<file path="src/rtl/fetch_queue.sv">
// fetch_queue: in-order {PC, instruction} queue between instruction fetch and decode.
// The queue holds up to DEPTH entries and is emptied on a branch/jump flush.
// Optional macro FETCH_QUEUE_BYPASS_EN: when the queue is empty, an incoming
// entry is presented to decode combinationally and, if decode accepts it in
// the same cycle, it is never written to storage.
module fetch_queue #(
  parameter int DEPTH  = 4,
  parameter int PTR_W  = 2,
  parameter int CNT_W  = 3,
  parameter int PC_W   = 12,
  parameter int INSN_W = 32
) (
  input  logic              clk,
  input  logic              clr,
  input  logic              flush,
  input  logic              in_valid,
  output logic              in_ready,
  input  logic [PC_W-1:0]   in_pc,
  input  logic [INSN_W-1:0] in_insn,
  output logic              out_valid,
  input  logic              out_ready,
  output logic [PC_W-1:0]   out_pc,
  output logic [INSN_W-1:0] out_insn,
  output logic [CNT_W-1:0]  count
);

  localparam int ENT_W = PC_W + INSN_W;

  logic [ENT_W-1:0] mem [DEPTH];
  logic [PTR_W-1:0] wr_ptr;
  logic [PTR_W-1:0] rd_ptr;
  logic             empty;
  logic             push;
  logic             pop;
  logic [ENT_W-1:0] head;

  // Handshake decode and head-of-queue selection; outputs forced to zero when empty.
  always_comb begin
    empty     = (count == '0);
    in_ready  = (count != CNT_W'(DEPTH));
    head      = empty ? '0 : mem[rd_ptr];
    pop       = ~empty & out_ready;
`ifdef FETCH_QUEUE_BYPASS_EN
    // An empty queue forwards the fetch entry directly; it is stored only
    // if decode is not taking it this cycle.
    out_valid = ~empty | in_valid;
    if (empty && in_valid) begin
      head = {in_pc, in_insn};
    end
    push      = in_valid & in_ready & ~(empty & out_ready);
`else
    out_valid = ~empty;
    push      = in_valid & in_ready;
`endif
    out_pc    = head[ENT_W-1 -: PC_W];
    out_insn  = head[INSN_W-1:0];
  end

  // Entry storage; not reset, since stale slots are never presented while empty.
  always_ff @(posedge clk) begin
    if (push) begin
      mem[wr_ptr] <= {in_pc, in_insn};
    end
  end

  // Pointer and occupancy control: clr, then flush, then push/pop.
  always_ff @(posedge clk) begin
    if (clr || flush) begin
      wr_ptr <= '0;
      rd_ptr <= '0;
      count  <= '0;
    end else begin
      if (push) begin
        wr_ptr <= wr_ptr + 1'b1;
      end
      if (pop) begin
        rd_ptr <= rd_ptr + 1'b1;
      end
      case ({push, pop})
        2'b10:   count <= count + 1'b1;
        2'b01:   count <= count - 1'b1;
        default: count <= count;
      endcase
    end
  end

endmodule
</file>
<file path="config.mk">
export PLATFORM = sky130hd
export DESIGN_NAME = fetch_queue
export DESIGN_NICKNAME = d
export VERILOG_FILES = /design/src/rtl/fetch_queue.sv
export SDC_FILE = /design/constraint.sdc
export NUM_CORES = 1
export LEC_CHECK = 0
export ABC_CLOCK_PERIOD_IN_PS = 3200
export CAP_MARGIN = 40
export CORE_UTILIZATION = 45
export CTS_BUF_LIST = sky130_fd_sc_hd__clkbuf_4 sky130_fd_sc_hd__clkbuf_8 sky130_fd_sc_hd__clkbuf_16
export DETAILED_ROUTE_END_ITERATION = 10
export DONT_BUFFER_PORTS = 1
export PLACE_DENSITY = 0.57
export SETUP_SLACK_MARGIN = 0.15
export SYNTH_ARGS = -nofsm -noshare
export SYNTH_HDL_FRONTEND = slang
export SYNTH_SLANG_ARGS = --single-unit
</file>
<file path="constraint.sdc">
create_clock -name clk -period 3.2 [get_ports clk]
set_clock_uncertainty 0.15 [all_clocks]
set_input_delay 0.48 -clock clk [delete_from_list [all_inputs] [get_ports clk]]
set_output_delay 0.48 -clock clk [all_outputs]
set_load 0.005 [all_outputs]
</file>
==> reports/results.md <==
## Cells and area
• **Post-Layout Cell Count** 612
• **Final #Nets** 443
• **share of post-route cells with drive strength above 1** 21.95%
• **total inserted antenna cells** 0
• **Area Growth Syn to Fin** 17.92%

## Detailed routing
• **drt initial violations** 193
• **drc violations** 0
• **per-cell via count in the routed design** 5.235
• **routed metal-1 wire length** 5.437 mm
• **via count** 3,204
• **Total Wirelength** 12.41 mm
• **wire length on met2** 6.156 mm
• **antenna-violating nets left** 0
• **Detail Route met3 WL** 649 microns
• **highest metal layer with signal wires** met4
• **post-DR wirelength/cell** 20.28 microns
• **number of search-and-repair iterations in the first detailed-routing pass** 4

## Timing
• **Tightest Pin Transition** 665.3 ps
• **minimum clock period** 2673 ps
• **Max transition margin** 55.65%
• **final worst-path cycle share** 83.52%
• **maximum clock rate** 374.1 MHz
• **number of max-slew violations in the final report** 0
• **setup repair after global routing missed its margin** no
• **Final Setup Violations** 0
• **number of endpoints with negative hold slack in the final report** 0
• **setup TNS** 0 ps

## CTS
• **CTS H-tree lvls** 4
• **clock tree from TritonCTS** built
• **total setup buffers inserted after CTS** 0
• **clock transition at the registers of the reported paths** 60 ps
• **Clk Tree Root Cell** sky130_fd_sc_hd__clkbuf_16
• **number of clock buffers inserted by TritonCTS** 17
• **clock latency reported for the late side of the worst-skew pair** 420 ps
• **number of hold-repair buffers added at the cts stage** 44
• **Resize count post-CTS** 0
• **Max clock buf depth** 2
• **number of sinks handled by clock tree synthesis** 185

## Worst setup path
• **Worst Path Arrival** 2040 ps
• **kind of capture point of the worst setup path** output pin
• **Critical Path, Cell by Cell** buf_12 > mux4_2 > nor2b_1
• **startpoint types** flip-flop
• **biggest cell delay along the critical path** 590 ps
• **required time reported for the critical path endpoint** 2570 ps
• **reg-to-reg setup timing slack** 640 ps
• **count of buffering cells on the critical path with inverters included** 1
• **Crit Path Class** flip-flop to output pin
• **highest-delay cell along the critical path** sky130_fd_sc_hd__dfxtp_4
• **kind of cell adding the most delay to the critical path** flip-flops
• **critical path peak fanout** 27

## Die
• **starting density of the core** 46.63%
• **Die Outline Area** 0.01649 sq mm
• **Die W** 128.4 microns
• **core footprint** 0.01543 sq mm
• **overall die height** 128.4 microns
• **number of core rows** 45
• **Top Ports** 98

## Power
• **internal power summed over all cells** 4.057 mW
• **register share of total power** 54.2%
• **switching part of the total** 19.60%
• **Max rail drop VDD** 325.5 uV
• **Clk pwr share** 40.6%
• **reported leakage power** 2.655 nW
• **Pwr per Cell Area** 595.0 mW/mm^2
• **share of power burned in combinational logic** 5.2%
• **power dissipated by switching net loads** 0.9893 mW

## GRT
• **wire length of the first global-routing pass** 18.98 mm
• **pin count of the biggest net entering global routing** 49
• **number of global-route vias before repair** 3,459
• **antenna violations before repair** 0
• **global-route usage over all layers** 16.16%
• **aggregate global routing overflow** 0

## Synth
• **Mean Syn Cell Area** 21.54 sq um
• **fraction of registers with async set/reset** 0%
• **flops & latches, synth** 185
• **number of distinct library cells after synthesis** 26
• **part of the Yosys area used for sequential elements** 75.98%
• **netlist area before placement** 0.007193 sq mm
• **count of flip-flops with a built-in enable after synthesis** 176
• **cell count after synthesis** 334
• **Synth warnings** 0
• **ys flop type** sky130_fd_sc_hd__edfxtp_1
• **Synthesized Nets** 389

## Placed design
• **Placer Congestion** 0.6581
• **post-DP HPWL** 7.096 mm
• **number of buffers added on ports** 0
• **Placed Cells** 536

## Hold path
• **worst hold path class** primary input to flip-flop

## Run
• **reported max-cap violation count** 0

## Run status
• **result of the run** complete, no violations

[stage by stage]
stage                     hold WS, ps  worst slack [ps]  total power [mW]  area [sq um]  util [%]
after floorplan                 310.6             807.7             2.941          7193         -
after global placement          318.0             713.6             2.990          7460     48.35
after detailed placement        326.3             628.9             2.995          7460     48.35
after CTS                       137.5             434.2             5.105          8482     54.98
after global routing            144.7             355.5             5.213          8482     54.98
final                           160.1             527.2             5.047          8482     54.98
[Yosys cell counts (2+ instances only)]
cell type | instances | area (sq um)
sky130_fd_sc_hd__a21oi_1 | 3 | 15.01
sky130_fd_sc_hd__dfxtp_1 | 9 | 180.2
sky130_fd_sc_hd__xor2_1 | 2 | 17.52
sky130_fd_sc_hd__nand2_1 | 7 | 26.28
sky130_fd_sc_hd__nor2b_1 | 42 | 262.8
sky130_fd_sc_hd__mux4_2 | 44 | 991.0
sky130_fd_sc_hd__edfxtp_1 | 176 | 5285
sky130_fd_sc_hd__nor2_1 | 4 | 15.01
sky130_fd_sc_hd__nor2b_4 | 3 | 41.29
sky130_fd_sc_hd__buf_12 | 4 | 80.08
sky130_fd_sc_hd__and3_1 | 4 | 25.02
sky130_fd_sc_hd__mux2i_1 | 2 | 20.02
sky130_fd_sc_hd__inv_1 | 6 | 22.52
sky130_fd_sc_hd__or3_1 | 2 | 12.51
sky130_fd_sc_hd__o21ai_0 | 3 | 15.01
sky130_fd_sc_hd__ha_1 | 5 | 62.56
sky130_fd_sc_hd__buf_2 | 6 | 30.03
sky130_fd_sc_hd__clkbuf_1 | 4 | 15.01
[sequential cells by signal, indices dropped and copies added, names as in the netlist, named ones only]
name / count
count: 3
mem: 176
rd_ptr: 2
wr_ptr: 2
[worst min-delay path: cells and delay by family]
| kind | cells | cell delay [ps] |
|---|---|---|
| AND/OR/NAND/NOR | 2 | 150 |
| multiplexers | 1 | 60 |
[path summary, 6_finish.rpt]
check	start	to	depth (start not counted)
min reg2reg	rd_ptr[0]	flip-flop	2
max	flip-flop	out_insn[6]	3
min	clr	wr_ptr[0]	3
max reg2reg	count[2]	count[2]	8
[layer usage]
metal,global-route usage [%],up-vias
met3,5.114,15
met2,26.07,75
met5,0,-
li1,-,1436
met1,20.37,1678
met4,6.644,0
[cell type report]
class                           instances  area, sq um
Fill cell                            1239         6945
Sequential cell                       185         5470
Multi-Input combinational cell        127         1575
Timing Repair Buffer                   51        568.0
Clock buffer                           17        425.4
Tap cell                              211        264.0
Clock inverter                         15        156.4
Inverter                                6        22.52
[placed cells by master (no fill, tap or decap), types with 2 or more instances in the layout]
cell type and count:
sky130_fd_sc_hd__a21oi_1 3, sky130_fd_sc_hd__and3_2 4, sky130_fd_sc_hd__buf_12 6, sky130_fd_sc_hd__bufinv_16 3, sky130_fd_sc_hd__clkbuf_16 17, sky130_fd_sc_hd__clkinv_1 5, sky130_fd_sc_hd__clkinv_2 3, sky130_fd_sc_hd__clkinvlp_4 2
sky130_fd_sc_hd__dfxtp_1 7, sky130_fd_sc_hd__dlygate4sd3_1 44, sky130_fd_sc_hd__edfxtp_1 176, sky130_fd_sc_hd__ha_1 5, sky130_fd_sc_hd__inv_1 6, sky130_fd_sc_hd__inv_6 2, sky130_fd_sc_hd__mux2i_1 2, sky130_fd_sc_hd__mux4_2 44
sky130_fd_sc_hd__nand2_1 7, sky130_fd_sc_hd__nor2_1 4, sky130_fd_sc_hd__nor2b_1 42, sky130_fd_sc_hd__nor2b_4 3, sky130_fd_sc_hd__o21ai_0 3, sky130_fd_sc_hd__or3_1 2, sky130_fd_sc_hd__xor2_1 2
[power groups by stage]
stage	Sequential [mW]	Clock, mW	Combinational, mW
4_1_cts	2.74	2.10	0.272
5_1_grt	2.74	2.18	0.289
6_report	2.74	2.05	0.264
2_1_floorplan	2.78	0	0.159
3_3_place_gp	2.79	0	0.204
3_5_place_dp	2.79	0	0.205
[cell families (layout without fill, tap and decap cells)]
logic type	count (synthesis)	in the layout	share of synthesized area, %
DFF	185	185	75.98
and+or+nand+nor	66	66	5.810
muxes	46	46	14.05
buffers and inverters	22	89	2.279
AOI/OAI and AO/OA	7	7	0.4869
adders and majority gates	6	6	1.148
xor gates and xnor gates	2	2	0.2436
Note: power is estimated with default switching activity, not from simulation.
